$ cat config.mk
export PLATFORM = sky130hd
export DESIGN_NAME = rf_write_arbiter_flat
export DESIGN_NICKNAME = d
export VERILOG_FILES = /design/src/rtl/rf_pkg.sv /design/src/rtl/rf_write_arbiter_if.sv /design/src/rtl/rr_arbiter2.sv /design/src/rtl/rf_write_arbiter.sv /design/src/flat_wrapper.sv
export SDC_FILE = /design/constraint.sdc
export NUM_CORES = 1
export LEC_CHECK = 0
export CAP_MARGIN = 10
export CORE_MARGIN = 2
export CORE_UTILIZATION = 25
export DETAILED_ROUTE_END_ITERATION = 8
export SETUP_SLACK_MARGIN = 0.3
export SLEW_MARGIN = 20
export SYNTH_ARGS = -nofsm -noshare
export SYNTH_HDL_FRONTEND = slang
export SYNTH_SLANG_ARGS = --single-unit
$ cat constraint.sdc
create_clock -name clk -period 1.65 [get_ports clk]
set_clock_uncertainty 0.1 [all_clocks]
set_input_delay 0.33 -clock clk [delete_from_list [all_inputs] [get_ports clk]]
set_output_delay 0.33 -clock clk [all_outputs]
set_load 0.005 [all_outputs]
$ cat src/rtl/rf_pkg.sv
// rf_pkg: shared widths, register count and sequencer states for the register-file write port.
package rf_pkg;
  localparam int DATA_W = 32;
  localparam int REG_AW = 5;
  localparam int REG_COUNT = 32;
  localparam logic [REG_AW-1:0] ZERO_REG = '0;
  typedef enum logic {CLEAR, RUN} state_t;
endpackage

$ cat src/rtl/rf_write_arbiter_if.sv
// rf_write_arbiter_if: writeback requester handshakes and register-file write port signals.
interface rf_write_arbiter_if #(parameter int DATA_W = 32, parameter int REG_AW = 5);
  logic req0_valid, req0_ready, req1_valid, req1_ready;
  logic [REG_AW-1:0] req0_reg, req1_reg, rf_write_reg;
  logic [DATA_W-1:0] req0_data, req1_data, rf_write_data;
  logic rf_reg_write, rf_reg_dst, init_done;
  modport master (
    output req0_valid, req0_reg, req0_data, req1_valid, req1_reg, req1_data,
    input req0_ready, req1_ready, rf_reg_write, rf_reg_dst, rf_write_reg, rf_write_data, init_done
  );
  modport slave (
    input req0_valid, req0_reg, req0_data, req1_valid, req1_reg, req1_data,
    output req0_ready, req1_ready, rf_reg_write, rf_reg_dst, rf_write_reg, rf_write_data, init_done
  );
endinterface

$ cat src/rtl/rr_arbiter2.sv
// rr_arbiter2: two-way round-robin grant; the priority bit moves to the loser on every accept.
module rr_arbiter2 (
  input  logic       clk,
  input  logic       rst,
  input  logic [1:0] valid_i,
  input  logic       en_i,
  input  logic       accept_i,
  output logic [1:0] gnt_o
);
  logic prio_q, prio_d;
  always_comb begin
    gnt_o = !en_i ? 2'b00 : &valid_i ? (prio_q ? 2'b10 : 2'b01) : valid_i;
    prio_d = (accept_i && |gnt_o) ? gnt_o[0] : prio_q;
  end
  always_ff @(posedge clk) begin
    if (rst) prio_q <= 1'b0;
    else prio_q <= prio_d;
  end
endmodule

$ cat src/rtl/rf_write_arbiter.sv
// rf_write_arbiter: clears all registers after reset, then round-robins two writeback requesters onto the write port.
module rf_write_arbiter import rf_pkg::*; #(
  parameter int DATA_W = 32,
  parameter int REG_AW = 5
) (
  input logic clk,
  input logic rst,
  rf_write_arbiter_if.slave bus
);
  localparam logic [REG_AW-1:0] LAST = REG_AW'(REG_COUNT - 1);
  state_t state_q, state_d;
  logic [REG_AW-1:0] cnt_q, cnt_d, wreg_q, wreg_d;
  logic [DATA_W-1:0] wdata_q, wdata_d;
  logic we_q, we_d;
  logic [1:0] gnt;
  logic run;
  assign run = state_q == RUN;
  rr_arbiter2 u_arb (
    .clk      (clk),
    .rst      (rst),
    .valid_i  ({bus.req1_valid, bus.req0_valid}),
    .en_i     (run),
    .accept_i (run),
    .gnt_o    (gnt)
  );
  always_comb begin
    state_d = state_q;
    cnt_d = cnt_q;
    we_d = 1'b0;
    wreg_d = wreg_q;
    wdata_d = wdata_q;
    if (!run) begin
      we_d = 1'b1;
      wreg_d = cnt_q;
      wdata_d = '0;
      cnt_d = cnt_q + REG_AW'(cnt_q != LAST);
      state_d = cnt_q == LAST ? RUN : CLEAR;
    end else if (|gnt) begin
      wreg_d = gnt[0] ? bus.req0_reg : bus.req1_reg;
      wdata_d = gnt[0] ? bus.req0_data : bus.req1_data;
      // $zero is hardwired after the clear: accept the request but suppress the write
      we_d = wreg_d != REG_AW'(ZERO_REG);
    end
  end
  always_ff @(posedge clk) begin
    if (rst) begin
      state_q <= CLEAR;
      cnt_q <= '0;
      we_q <= 1'b0;
      wreg_q <= '0;
      wdata_q <= '0;
    end else begin
      state_q <= state_d;
      cnt_q <= cnt_d;
      we_q <= we_d;
      wreg_q <= wreg_d;
      wdata_q <= wdata_d;
    end
  end
  assign bus.req0_ready = gnt[0];
  assign bus.req1_ready = gnt[1];
  assign bus.rf_reg_write = we_q;
  assign bus.rf_reg_dst = 1'b1;
  assign bus.rf_write_reg = wreg_q;
  assign bus.rf_write_data = wdata_q;
  assign bus.init_done = run;
endmodule

$ cat src/flat_wrapper.sv
// flat-port wrapper written by rule: the top's interface ports become plain ports
module rf_write_arbiter_flat import rf_pkg::*;
#(
  parameter int DATA_W = 32,
  parameter int REG_AW = 5
)
  (clk, rst, bus_req0_valid, bus_req0_reg, bus_req0_data, bus_req1_valid, bus_req1_reg, bus_req1_data, bus_req0_ready, bus_req1_ready, bus_rf_reg_write, bus_rf_reg_dst, bus_rf_write_reg, bus_rf_write_data, bus_init_done);
  rf_write_arbiter_if #(.DATA_W(DATA_W), .REG_AW(REG_AW)) bus_i ();
  input logic clk;
  input logic rst;
  input wire logic [$bits(bus_i.req0_valid)-1:0] bus_req0_valid;
  input wire logic [$bits(bus_i.req0_reg)-1:0] bus_req0_reg;
  input wire logic [$bits(bus_i.req0_data)-1:0] bus_req0_data;
  input wire logic [$bits(bus_i.req1_valid)-1:0] bus_req1_valid;
  input wire logic [$bits(bus_i.req1_reg)-1:0] bus_req1_reg;
  input wire logic [$bits(bus_i.req1_data)-1:0] bus_req1_data;
  output wire logic [$bits(bus_i.req0_ready)-1:0] bus_req0_ready;
  output wire logic [$bits(bus_i.req1_ready)-1:0] bus_req1_ready;
  output wire logic [$bits(bus_i.rf_reg_write)-1:0] bus_rf_reg_write;
  output wire logic [$bits(bus_i.rf_reg_dst)-1:0] bus_rf_reg_dst;
  output wire logic [$bits(bus_i.rf_write_reg)-1:0] bus_rf_write_reg;
  output wire logic [$bits(bus_i.rf_write_data)-1:0] bus_rf_write_data;
  output wire logic [$bits(bus_i.init_done)-1:0] bus_init_done;
  assign bus_i.req0_valid = bus_req0_valid;
  assign bus_i.req0_reg = bus_req0_reg;
  assign bus_i.req0_data = bus_req0_data;
  assign bus_i.req1_valid = bus_req1_valid;
  assign bus_i.req1_reg = bus_req1_reg;
  assign bus_i.req1_data = bus_req1_data;
  assign bus_req0_ready = bus_i.req0_ready;
  assign bus_req1_ready = bus_i.req1_ready;
  assign bus_rf_reg_write = bus_i.rf_reg_write;
  assign bus_rf_reg_dst = bus_i.rf_reg_dst;
  assign bus_rf_write_reg = bus_i.rf_write_reg;
  assign bus_rf_write_data = bus_i.rf_write_data;
  assign bus_init_done = bus_i.init_done;
  rf_write_arbiter #(.DATA_W(DATA_W), .REG_AW(REG_AW)) u_core (.clk(clk), .rst(rst), .bus(bus_i));
endmodule
==> results of run 1 <==
[per-stage QoR]
step | setup WS, ns | power (mW) | TNS, ns
finish | 0.08009 | 2.187 | 0
global route | 0.02563 | 2.288 | 0
CTS | 0.05094 | 2.191 | 0
detailed placement | -0.5134 | 1.447 | -15.42
global placement | -0.4878 | 1.446 | -14.39
floorplan | 0.1345 | 1.212 | 0
[final timing paths]
kind / startpoint / end / slack [ns] / cells after the start
max: u_core.bus.init_done / u_core.bus.rf_write_data[18] / 0.08 / 9
min: u_core.bus.rf_write_data[21] / u_core.bus.rf_write_data[21] / 0.39 / 2
max reg2reg: u_core.bus.init_done / u_core.bus.rf_write_data[18] / 0.08 / 9
min reg2reg: u_core.bus.rf_write_data[21] / u_core.bus.rf_write_data[21] / 0.39 / 2
[Yosys cell counts]
cell      number
a21boi_0       5
a41oi_1        1
nor2b_1        1
xnor2_1        1
nand2_1       35
a21oi_1       11
o21ai_0        6
a31oi_1        1
nand2_4        1
a21boi_4       1
mux2i_1        3
mux2_1         1
buf_2         13
a311oi_1      22
nor2_2         1
buf_4          2
a21o_1         1
ha_1           2
nor4_1         1
and3_1        10
nand3_1       35
xor2_1         2
inv_2          1
conb_1         1
inv_1          2
nor2_1        40
dfxtp_1       45
nand2b_1       1
a311oi_2      10
nand4_1        1
clkbuf_1       8
buf_6          2
[cells by family after synthesis]
kind of cell	after synthesis
multiplexers	4
buffers and inverters	28
AND/OR/NAND/NOR	126
adder cells (fa/ha/maj)	2
other	1
XOR/XNOR	3
AO/OA/AOI/OAI	58
flip-flops	45
[final cells by class]
class / instances / area [um^2]
fill: 787 / 3880
timing repair buffer: 189 / 2168
multi-input combinational: 194 / 1420
sequential: 45 / 933.4
tap: 108 / 135.1
clock buffer: 8 / 80.08
inverter: 3 / 18.77
[repair_timing]
item / in CTS / in global routing
setup endpoints to repair: 83 / 54
resized for setup: 150 / 35
pin swaps: 33 / 26
cloned: 12 / 2
setup buffers: 27 / 8
[power groups by stage]
stage                     Sequential [mW]  Combinational, mW  Clock, mW
final                                1.11              0.409      0.673
after global routing                 1.11              0.432      0.749
after CTS                            1.10              0.387      0.699
after detailed placement             1.13              0.317          0
after global placement               1.13              0.316          0
after floorplan                      1.13             0.0782          0
[layer usage]
| metal | track usage [%] | vias up |
|---|---|---|
| met5 | 0 | - |
| met4 | 5.662 | 0 |
| met3 | 3.006 | 11 |
| met2 | 31.98 | 90 |
| met1 | 23.76 | 1298 |
| li1 | - | 1306 |
[worst max-delay path, stage by stage (launching register included)]
cell and delay (ns):
dfxtp_4 0.36, buf_12 0.13, inv_8 0.04, nor2_4 0.03
buf_6 0.12, buf_6 0.11, buf_8 0.13, buf_12 0.12
buf_16 0.13, a311oi_2 0.21
==> metrics.md, run 1 <==
| Metric | Value |
|---|---|
| GRT Total Usage | 18.54% |
| Crit path kind | reg2reg |
| Leak | about 1.9 nW |
| Cell area after layout | around 4800 um^2 |
| DIE WIDTH | between 90 and 100 um |
| Area leader, netlist | dfxtp_1 |
| TritonCTS clock tree | built |
| Switching pwr | just over 0.5 mW |
| Most frequent cells in the layout | 75 x clkdlybuf4s50_1, 35 x nor2_1, 34 x nand2_1 |
| Placed cells | slightly below 500 |
| RSZ-0062 raised after global routing | true |
| Max IR drop VDD | between 0.3 and 0.4 mV |
| Register area share after synthesis | ~41% |
| Share of cells above drive strength 1 | a little under two fifths |
| Final Hold Slack | between 0.3 and 0.4 ns |
| Register bit total from synthesis | 45 |
| Sequential Power Share | between 50 and 60% |
| Crit-path max FO | 5 |
| Combinational group share of total power | between 10% and 20% |
| Gr ovfl total | 0 |
| DR DRC count | 0 |
| Hold_buf cts | 0 |
| Syn Std Cell Area | between 2000 and 2500 um^2 |
| Initial antenna violation count | 0 |
| Rows | 34 |
| Largest net degree at the start of global routing | 29 |
| Most common cell after layout, fill and taps aside | clkdlybuf4s50_1 |
| CP endpoint kind | flip-flop |
| Status | completed |
| Antenna violation net count after detailed routing | 0 |
| Met1 wire length | 3928 um |
| Ranking of synthesized cells by area | dfxtp_1 41%, a311oi_1 8.7%, nand3_1 7.9% |
| IO Count | between 100 and 150 |
| Final period demand of the worst path | 1.570 ns |
| Main combinational cell family by area after synthesis | simple AND/OR/NAND/NOR gates |
| Synth Area in Adders | under 10% |
| Final setup viols | 0 |
| Slew Viols, Final | 0 |
| Clk sink count | 45 |
| Area Growth Syn to Fin | 115.2% |
| Clock Latency Late Sink | between 0.2 and 0.3 ns |
| DP Area | around 3600 um^2 |
| Vias in the first global route | 2662 |
| Clk network pwr share | a little under a third |
| Via count | around 2.7k |
| Post-synthesis mux area share | 1.869% |
| Clock tree buffer depth | 2 |
| Num CTS Buffers | 5 |
| Startpoint Class | flip-flop |
| FMAX | 637.0 MHz |
| Sw Ratio | 23.50% |
| # nets final | a little over 500 |
| Internal power | approximately 1.7 mW |
| Vias per cell | 4.945 |
| Final std cells w/o fill | 547 |
| H-tree Lvls | 2 |
| Clk slew on worst S/H paths | around 0.090 ns |
| RePlAce Congestion | 0.7588 |
| Uppermost layer routed | met4 |
| Final period util | a little over nine tenths |
| Post-synthesis compound-gate area fraction | a little under a quarter |
| DR WL met2 | ~4700 um |
| Worst min path class | reg2reg |
| Core region area | approximately 8600 um^2 |
| WP data arrival | between 1.5 and 2 ns |
| Post-synth top area share | approximately 41% |
| Synth Area in XOR/XNOR | under 10% |
| Hold Vio Cnt, Final | 0 |
| Die Ht | around 100 um |
| Wirelength per Cell | 17.01 um |
| PD cells | between 400 and 500 nW/um^2 |
| HPWL Detailed | between 5000 and 6000 um |
| Synthesized Nets | approximately 350 |
| Final WL | 9303 um |
| Post-synthesis simple-gate area fraction | 25.42% |
| Avg Inst Size Synth | just over 8 um^2 |
| Die area | between 9000 and 10000 um^2 |
| Initial DRT Pass Iterations | 4 |
| Initial Util | ~26% |
| Max reg flops | 32 |
| Syn. warnings | 0 |
| DR iter-0 viols | between 70 and 80 |
| Wire length on met3 | ~530 um |
| Util after Layout | a little under three fifths |
| Ant diodes | 0 |
| Root Buffer | clkbuf_8 |
| Max cap viols | 0 |
| IO buf count | about 120 |
| First-pass GRT wire length | roughly 14000 um |
| Synth cell types | 32 |
| Critical Path RT | ~1.8 ns |
| Gate Count Post-Synth | around 270 |
(Power assumes the default switching activity.)
==> run 2: changes to the inputs <==
--- a/config.mk
+++ b/config.mk
@@ -7,8 +7,9 @@
 export LEC_CHECK = 0
 export CAP_MARGIN = 10
 export CORE_MARGIN = 2
-export CORE_UTILIZATION = 25
+export CORE_UTILIZATION = 35
 export DETAILED_ROUTE_END_ITERATION = 8
+export PLACE_DENSITY = 0.76
 export SETUP_SLACK_MARGIN = 0.3
 export SLEW_MARGIN = 20
 export SYNTH_ARGS = -nofsm -noshare
==> metrics.md, run 2 (synthesis results as in run 1) <==
| Metric | Value |
|---|---|
| H-tree Lvls | 2 (unchanged) |
| Combinational group share of total power | 15.5% (-3.2 points) |
| Final period demand of the worst path | 1.634 ns (+0.06433 ns) |
| Max IR drop VDD | 0.4838 mV (+55%) |
| Fillers | 409 (-48%) |
| Startpoint Class | flip-flop |
| Status | completed |
| DR WL met2 | 4882 um (+3.8%) |
| Internal power | 1.788 mW (+6.9%) |
| Initial DRT Pass Iterations | 4 (unchanged) |
| IO Count | 120 (unchanged) |
| Slew Viols, Final | 0 (unchanged) |
| Antenna violation net count after detailed routing | 0 (unchanged) |
| FMAX | 611.9 MHz (-3.9%) |
| PD cells | 490.4 nW/um^2 (+6.6%) |
| Max cap viols | 0 (unchanged) |
| # nets final | 522 (+0.77%) |
| Most frequent cells in the layout | 75 x clkdlybuf4s50_1, 38 x buf_4, 33 x nand3_1, 33 x nand2_1, 33 x dlygate4sd2_1 |
| Vias in the first global route | 2569 (-3.5%) |
| Final WL | 9209 um (-1.0%) |
| Reg2Reg Depth | 9 (unchanged) |
| Clock tree buffer depth | 2 (unchanged) |
| DR DRC count | 0 (unchanged) |
| Hold Vio Cnt, Final | 0 (unchanged) |
| Initial antenna violation count | 0 (unchanged) |
| Switching pwr | 0.5365 mW (+4.4%) |
| Clk network pwr share | 37.1% (+6.3 points) |
| Clk sink count | 45 (unchanged) |
| RSZ-0062 raised after global routing | true |
| Max reg flops | 32 (unchanged) |
| Ant diodes | 0 (unchanged) |
| Leak | 1.956 nW (+3.1%) |
| Largest net degree at the start of global routing | 27 (-6.9%) |
| CP startpoint | u_core.bus.init_done |
| Gr ovfl total | 0 (unchanged) |
| IO buf count | 118 (unchanged) |
| Met1 wire length | 3637 um (-7.4%) |
| RePlAce Congestion | 0.7666 (+1.0%) |
| Util after Layout | 78.68% (+24 points) |
| Worst min path class | reg2reg |
| Reg-to-reg slack, setup | 0.02 ns (-0.06 ns) |
| Final setup viols | 0 (unchanged) |
| Initial Util | 36.67% (+11 points) |
| Sequential Power Share | 47.4% (-3.1 points) |
| First-pass GRT wire length | 12920 um (-9.5%) |
| DIE WIDTH | 83.46 um (-15%) |
| Die Ht | 83.46 um (-15%) |
| Uppermost layer routed | met4 |
| Crit-path max FO | 6 (+1) |
| Final setup TNS | 0 ns (unchanged) |
| Vias per cell | 5.320 (+7.6%) |
| Rows | 28 (-18%) |
| Clock Latency Late Sink | 0.30 ns (about the same) |
| Worst setup path endpoint | u_core.bus.rf_write_data[13] |
| Share of cells above drive strength 1 | 40.63% (+4.0 points) |
| Area Growth Syn to Fin | 114.6% |
| Final period util | 99.04% (+3.9 points) |
| Core region area | 6026 um^2 (-30%) |
| DR iter-0 viols | 74 (+2.8%) |
| Root Buffer | clkbuf_8 |
| Num CTS Buffers | 5 (unchanged) |
| TritonCTS clock tree | built |
| Wire length on met3 | 525 um (-0.19%) |
| RR Startpoint | u_core.bus.init_done |
| Via count | 2756 (+1.9%) |
| WP data arrival | 1.74 ns (+0.06 ns) |
| Sw Ratio | 23.08% (-0.43 points) |
| Worst flop-to-flop path endpoint | u_core.bus.rf_write_data[13] |
| Die area | 6965 um^2 (-28%) |
| Clk slew on worst S/H paths | 0.10 ns (about the same) |
| Crit path kind | reg2reg |
| GRT Total Usage | 22.63% (+4.1 points) |
| Most common cell after layout, fill and taps aside | clkdlybuf4s50_1 |
| HPWL Detailed | 4964 um (-4.8%) |
| Hold_buf cts | 0 (unchanged) |
| Wirelength per Cell | 17.78 um (+4.5%) |
| Critical Path RT | 1.76 ns (about the same) |
| CP endpoint kind | flip-flop |
[run 2: critical path: stages (launching register included)]
cell and delay [ns]:
dfxtp_4 0.36, buf_6 0.12, buf_6 0.13, inv_8 0.05
nor2_4 0.04, buf_12 0.14, buf_8 0.13, buf_12 0.12
buf_16 0.13, a311oi_1 0.23
[run 2: worst min-delay path by stage]
stage	startpoint	to	slack, ns	cells past startpoint
finish	u_core.bus.rf_write_data[9]	u_core.bus.rf_write_data[9]	0.40	2
global route	u_core.bus.rf_write_data[7]	u_core.bus.rf_write_data[7]	0.42	2
CTS	u_core.bus.rf_write_data[11]	u_core.bus.rf_write_data[11]	0.40	2
detailed placement	u_core.bus.rf_write_data[15]	u_core.bus.rf_write_data[15]	0.39	2
global placement	u_core.bus.rf_write_data[11]	u_core.bus.rf_write_data[11]	0.38	2
floorplan	rst	u_core.u_arb.prio_q	0.30	1
[run 2: timing repair]
action	in CTS	in global routing
gates resized for setup	140	64
pin swaps	37	23
endpoints found under the setup margin	84	52
gates cloned	9	2
setup buffers	32	13
[run 2: metrics by stage]
step	instances	total power, mW	hold WS [ns]	area, um^2	worst slack, ns
after global routing	518	2.393	0.4216	4741	-0.02979
after detailed placement	454	1.436	0.3905	3557	-0.5081
final	518	2.325	0.4001	4741	0.01576
after CTS	503	2.297	0.3973	4348	0.04718
after global placement	454	1.432	0.3845	3557	-0.4373
after floorplan	267	1.212	0.2991	2251	0.1345
[run 2: power by group through the flow]
| stage | clock network [mW] | registers, mW | logic [mW] |
|---|---|---|---|
| CTS | 0.861 | 1.10 | 0.336 |
| detailed placement | 0 | 1.13 | 0.307 |
| floorplan | 0 | 1.13 | 0.0782 |
| global placement | 0 | 1.13 | 0.303 |
| global route | 0.909 | 1.10 | 0.381 |
| finish | 0.862 | 1.10 | 0.361 |
[run 2: area by class of cell]
type / instances / area [um^2] / share of cell area [%]
repair buffers: 193 / 2110 / 44.50
inverters: 3 / 18.77 / 0.3959
well taps: 75 / 93.84 / 1.979
flip-flops and latches: 45 / 943.4 / 19.90
multi-input cells: 194 / 1464 / 30.88
clock buffers: 6 / 72.57 / 1.531
clock inverters: 2 / 38.79 / 0.8182
[run 2: per-layer routing]
| metal | up-vias | global-route usage, % |
|---|---|---|
| li1 | 1313 | - |
| met1 | 1318 | 28.16 |
| met2 | 108 | 40.84 |
| met3 | 17 | 3.462 |
| met4 | 0 | 5.718 |
| met5 | - | 0 |
==> run 3: changes to the inputs <==
--- a/config.mk
+++ b/config.mk
@@ -9,7 +9,7 @@
 export CORE_MARGIN = 2
 export CORE_UTILIZATION = 35
 export DETAILED_ROUTE_END_ITERATION = 8
-export PLACE_DENSITY = 0.76
+export PLACE_DENSITY_LB_ADDON = 0.25
 export SETUP_SLACK_MARGIN = 0.3
 export SLEW_MARGIN = 20
 export SYNTH_ARGS = -nofsm -noshare
==> metrics.md, run 3 (synthesis results as in run 1) <==
| Metric | Value |
|---|---|
| Hold Vio Cnt, Final | 0 (unchanged) |
| CP dominant cell by count | buf_12 |
| Switching pwr | 0.4907 mW (-8.5%) |
| Most common cell after layout, fill and taps aside | clkdlybuf4s50_1 |
| RSZ-0062 raised after global routing | true |
| Reg-to-reg slack, setup | 0.09 ns (+0.08 ns) |
| Most frequent cells in the layout | 75 x clkdlybuf4s50_1, 39 x nor2_1, 35 x nand2_1 |
| DIE WIDTH | 83.46 um (unchanged) |
| HPWL Detailed | 4865 um (-2.0%) |
| Status | completed |
| Sequential Power Share | 50.8% (+3.4 points) |
| Hold path endpoint | u_core.bus.rf_write_reg[4] |
| First-pass GRT wire length | 12120 um (-6.1%) |
| DR iter-0 viols | 88 (+19%) |
| CP max-delay cell | dfxtp_4 |
| Final setup margin | 0.09266 ns (+0.07689 ns) |
| Vias in the first global route | 2563 (-0.23%) |
| Wirelength per Cell | 16.42 um (-7.6%) |
| # nets final | 485 (-7.1%) |
| Final WL | 7881 um (-14%) |
| Max cap viols | 0 (unchanged) |
| Clock tree buffer depth | 2 (unchanged) |
| Combinational group share of total power | 17.5% (+2.0 points) |
| Pre-CTS setup slack | -0.4958 ns (+0.01235 ns) |
| Crit path largest cell delay | 0.36 ns (about the same) |
| Sw Ratio | 22.63% (-0.45 points) |
| DR DRC count | 0 (unchanged) |
| Worst flop-to-flop path endpoint | u_core.bus.rf_write_data[13] |
| Placed cells | 453 (-0.22%) |
| Final period demand of the worst path | 1.557 ns (-0.07689 ns) |
| FMAX | 642.1 MHz (+4.9%) |
| Clk slew on worst S/H paths | 0.08 ns (-0.02 ns) |
| Antenna violation net count after detailed routing | 0 (unchanged) |
| TritonCTS clock tree | built |
| Die area | 6965 um^2 (unchanged) |
| Largest net degree at the start of global routing | 33 (+22%) |
| Via count | 2549 (-7.5%) |
| Internal power | 1.678 mW (-6.2%) |
| Leak | 1.673 nW (-14%) |
| Worst Hold Depth | 2 (unchanged) |
| Max reg flops | 32 (unchanged) |
| WP data arrival | 1.65 ns (-0.09 ns) |
| Max IR drop VDD | 0.3148 mV (-35%) |
| IO buf count | 118 (unchanged) |
| GRT Total Usage | 21.16% (-1.5 points) |
| H-tree Lvls | 2 (unchanged) |
| Clk sink count | 45 (unchanged) |
| RePlAce Congestion | 0.7841 (+2.3%) |
| Rows | 28 (unchanged) |
| Initial Util | 36.67% (unchanged) |
| Startpoint Class | flip-flop |
| Multi-input gate area | 1439 um^2 (-1.7%) |
| Initial DRT Pass Iterations | 4 (unchanged) |
| Worst min path class | reg2reg |
| Share of cells above drive strength 1 | 30.62% (-10 points) |
| Fillers | 479 (+17%) |
| HP Start | u_core.cnt_q[4] |
| Vias per cell | 5.310 (-0.19%) |
| Crit path kind | reg2reg |
| Ant diodes | 0 (unchanged) |
| Core region area | 6026 um^2 (unchanged) |
| Final period util | 94.38% (-4.7 points) |
| Root Buffer | clkbuf_8 |
| Power Total | 2.169 mW (-6.7%) |
| Area Growth Syn to Fin | 94.39% |
| Clock Latency Late Sink | 0.29 ns (about the same) |
| RR Startpoint | u_core.u_arb.prio_q |
| Die Ht | 83.46 um (unchanged) |
| Gr ovfl total | 0 (unchanged) |
| Critical Path RT | 1.75 ns (about the same) |
| Sequential cell area | 937.1 um^2 (-0.66%) |
| CP endpoint kind | flip-flop |
| Final std cells w/o fill | 480 (-7.3%) |
| IO Count | 120 (unchanged) |
| Num CTS Buffers | 5 (unchanged) |
| Final setup viols | 0 (unchanged) |
| Clk network pwr share | 31.7% (-5.4 points) |
| Crit-path max FO | 7 (+1) |
| Worst-path cell chain | a21boi_4 -> buf_6 -> buf_12 -> buf_12 -> buf_16 -> nand3_2 -> a311oi_1 |
| Final Hold Slack | 0.3914 ns (-0.008674 ns) |
| PD cells | 504.9 nW/um^2 (+3.0%) |
| Initial antenna violation count | 0 (unchanged) |
| Slew Viols, Final | 0 (unchanged) |
| Reg2Reg Depth | 7 (-2) |
## run 3: cell count changes in the layout (fill, tap and decap cells not counted), sizes merged
cell	previous run	this run
bufinv	1	0
clkdlybuf4s15	6	9
clkbuf	9	10
dlygate4sd2	33	31
buf	76	38
clkinv	1	0
## run 3: repair_timing
action	4_1_cts	5_1_grt
setup buffers	11	3
gates resized for setup	99	60
gates cloned	4	2
pin swaps	18	37
hold buffers	0	0
setup endpoints to repair	83	56
## run 3: final cells by class
cell class	count	share of cell area, %
flip-flops and latches	45	21.82
multi-input cells	194	33.50
well taps	75	2.185
clock buffers	7	2.010
inverters	3	0.3787
repair buffers	156	40.11
## run 3: worst max-delay path by stage
stage                                         to           startpoint  slack (ns)  cells after the start
floorplan                        u_core.cnt_q[4]      u_core.cnt_q[0]        0.13                      8
global route        u_core.bus.rf_write_data[13]  u_core.u_arb.prio_q        0.03                      7
global placement                  bus_req0_ready       bus_req0_valid       -0.47                      5
detailed placement   u_core.bus.rf_write_data[8]       bus_req0_valid       -0.50                      6
CTS                               bus_req0_ready  u_core.u_arb.prio_q        0.05                      4
finish              u_core.bus.rf_write_data[13]  u_core.u_arb.prio_q        0.09                      7
## run 3: power groups by stage
stage          registers [mW]  logic (mW)  clock network (mW)
2_1_floorplan            1.13      0.0782                   0
3_3_place_gp             1.13       0.307                   0
3_5_place_dp             1.13       0.307                   0
4_1_cts                  1.10       0.347               0.701
5_1_grt                  1.10       0.402               0.749
6_report                 1.10       0.379               0.687
## run 3: per-stage QoR
step / utilization (%) / area (um^2) / TNS, ns
floorplan: - / 2251 / 0
global placement: 59.53 / 3587 / -15.60
detailed placement: 59.53 / 3587 / -16.63
CTS: 66.36 / 3999 / 0
global route: 71.28 / 4295 / 0
finish: 71.28 / 4295 / 0
## run 3: metal layers
metal  routed length, um  track usage, %  part of all wire, %
met5                   0               0                    0
met1                3232           24.36                   41
met2                4085           37.76                   52
met4                 157           7.331                  2.0
met3                 406           5.638                  5.2
## run 3: worst max-delay path: cells and delay by family, from the launching register on
| family | cells | cell delay [ns] |
|---|---|---|
| simple gates | 1 | 0.08 |
| flops | 1 | 0.36 |
| buf+inv | 4 | 0.49 |
| compound gates | 2 | 0.41 |
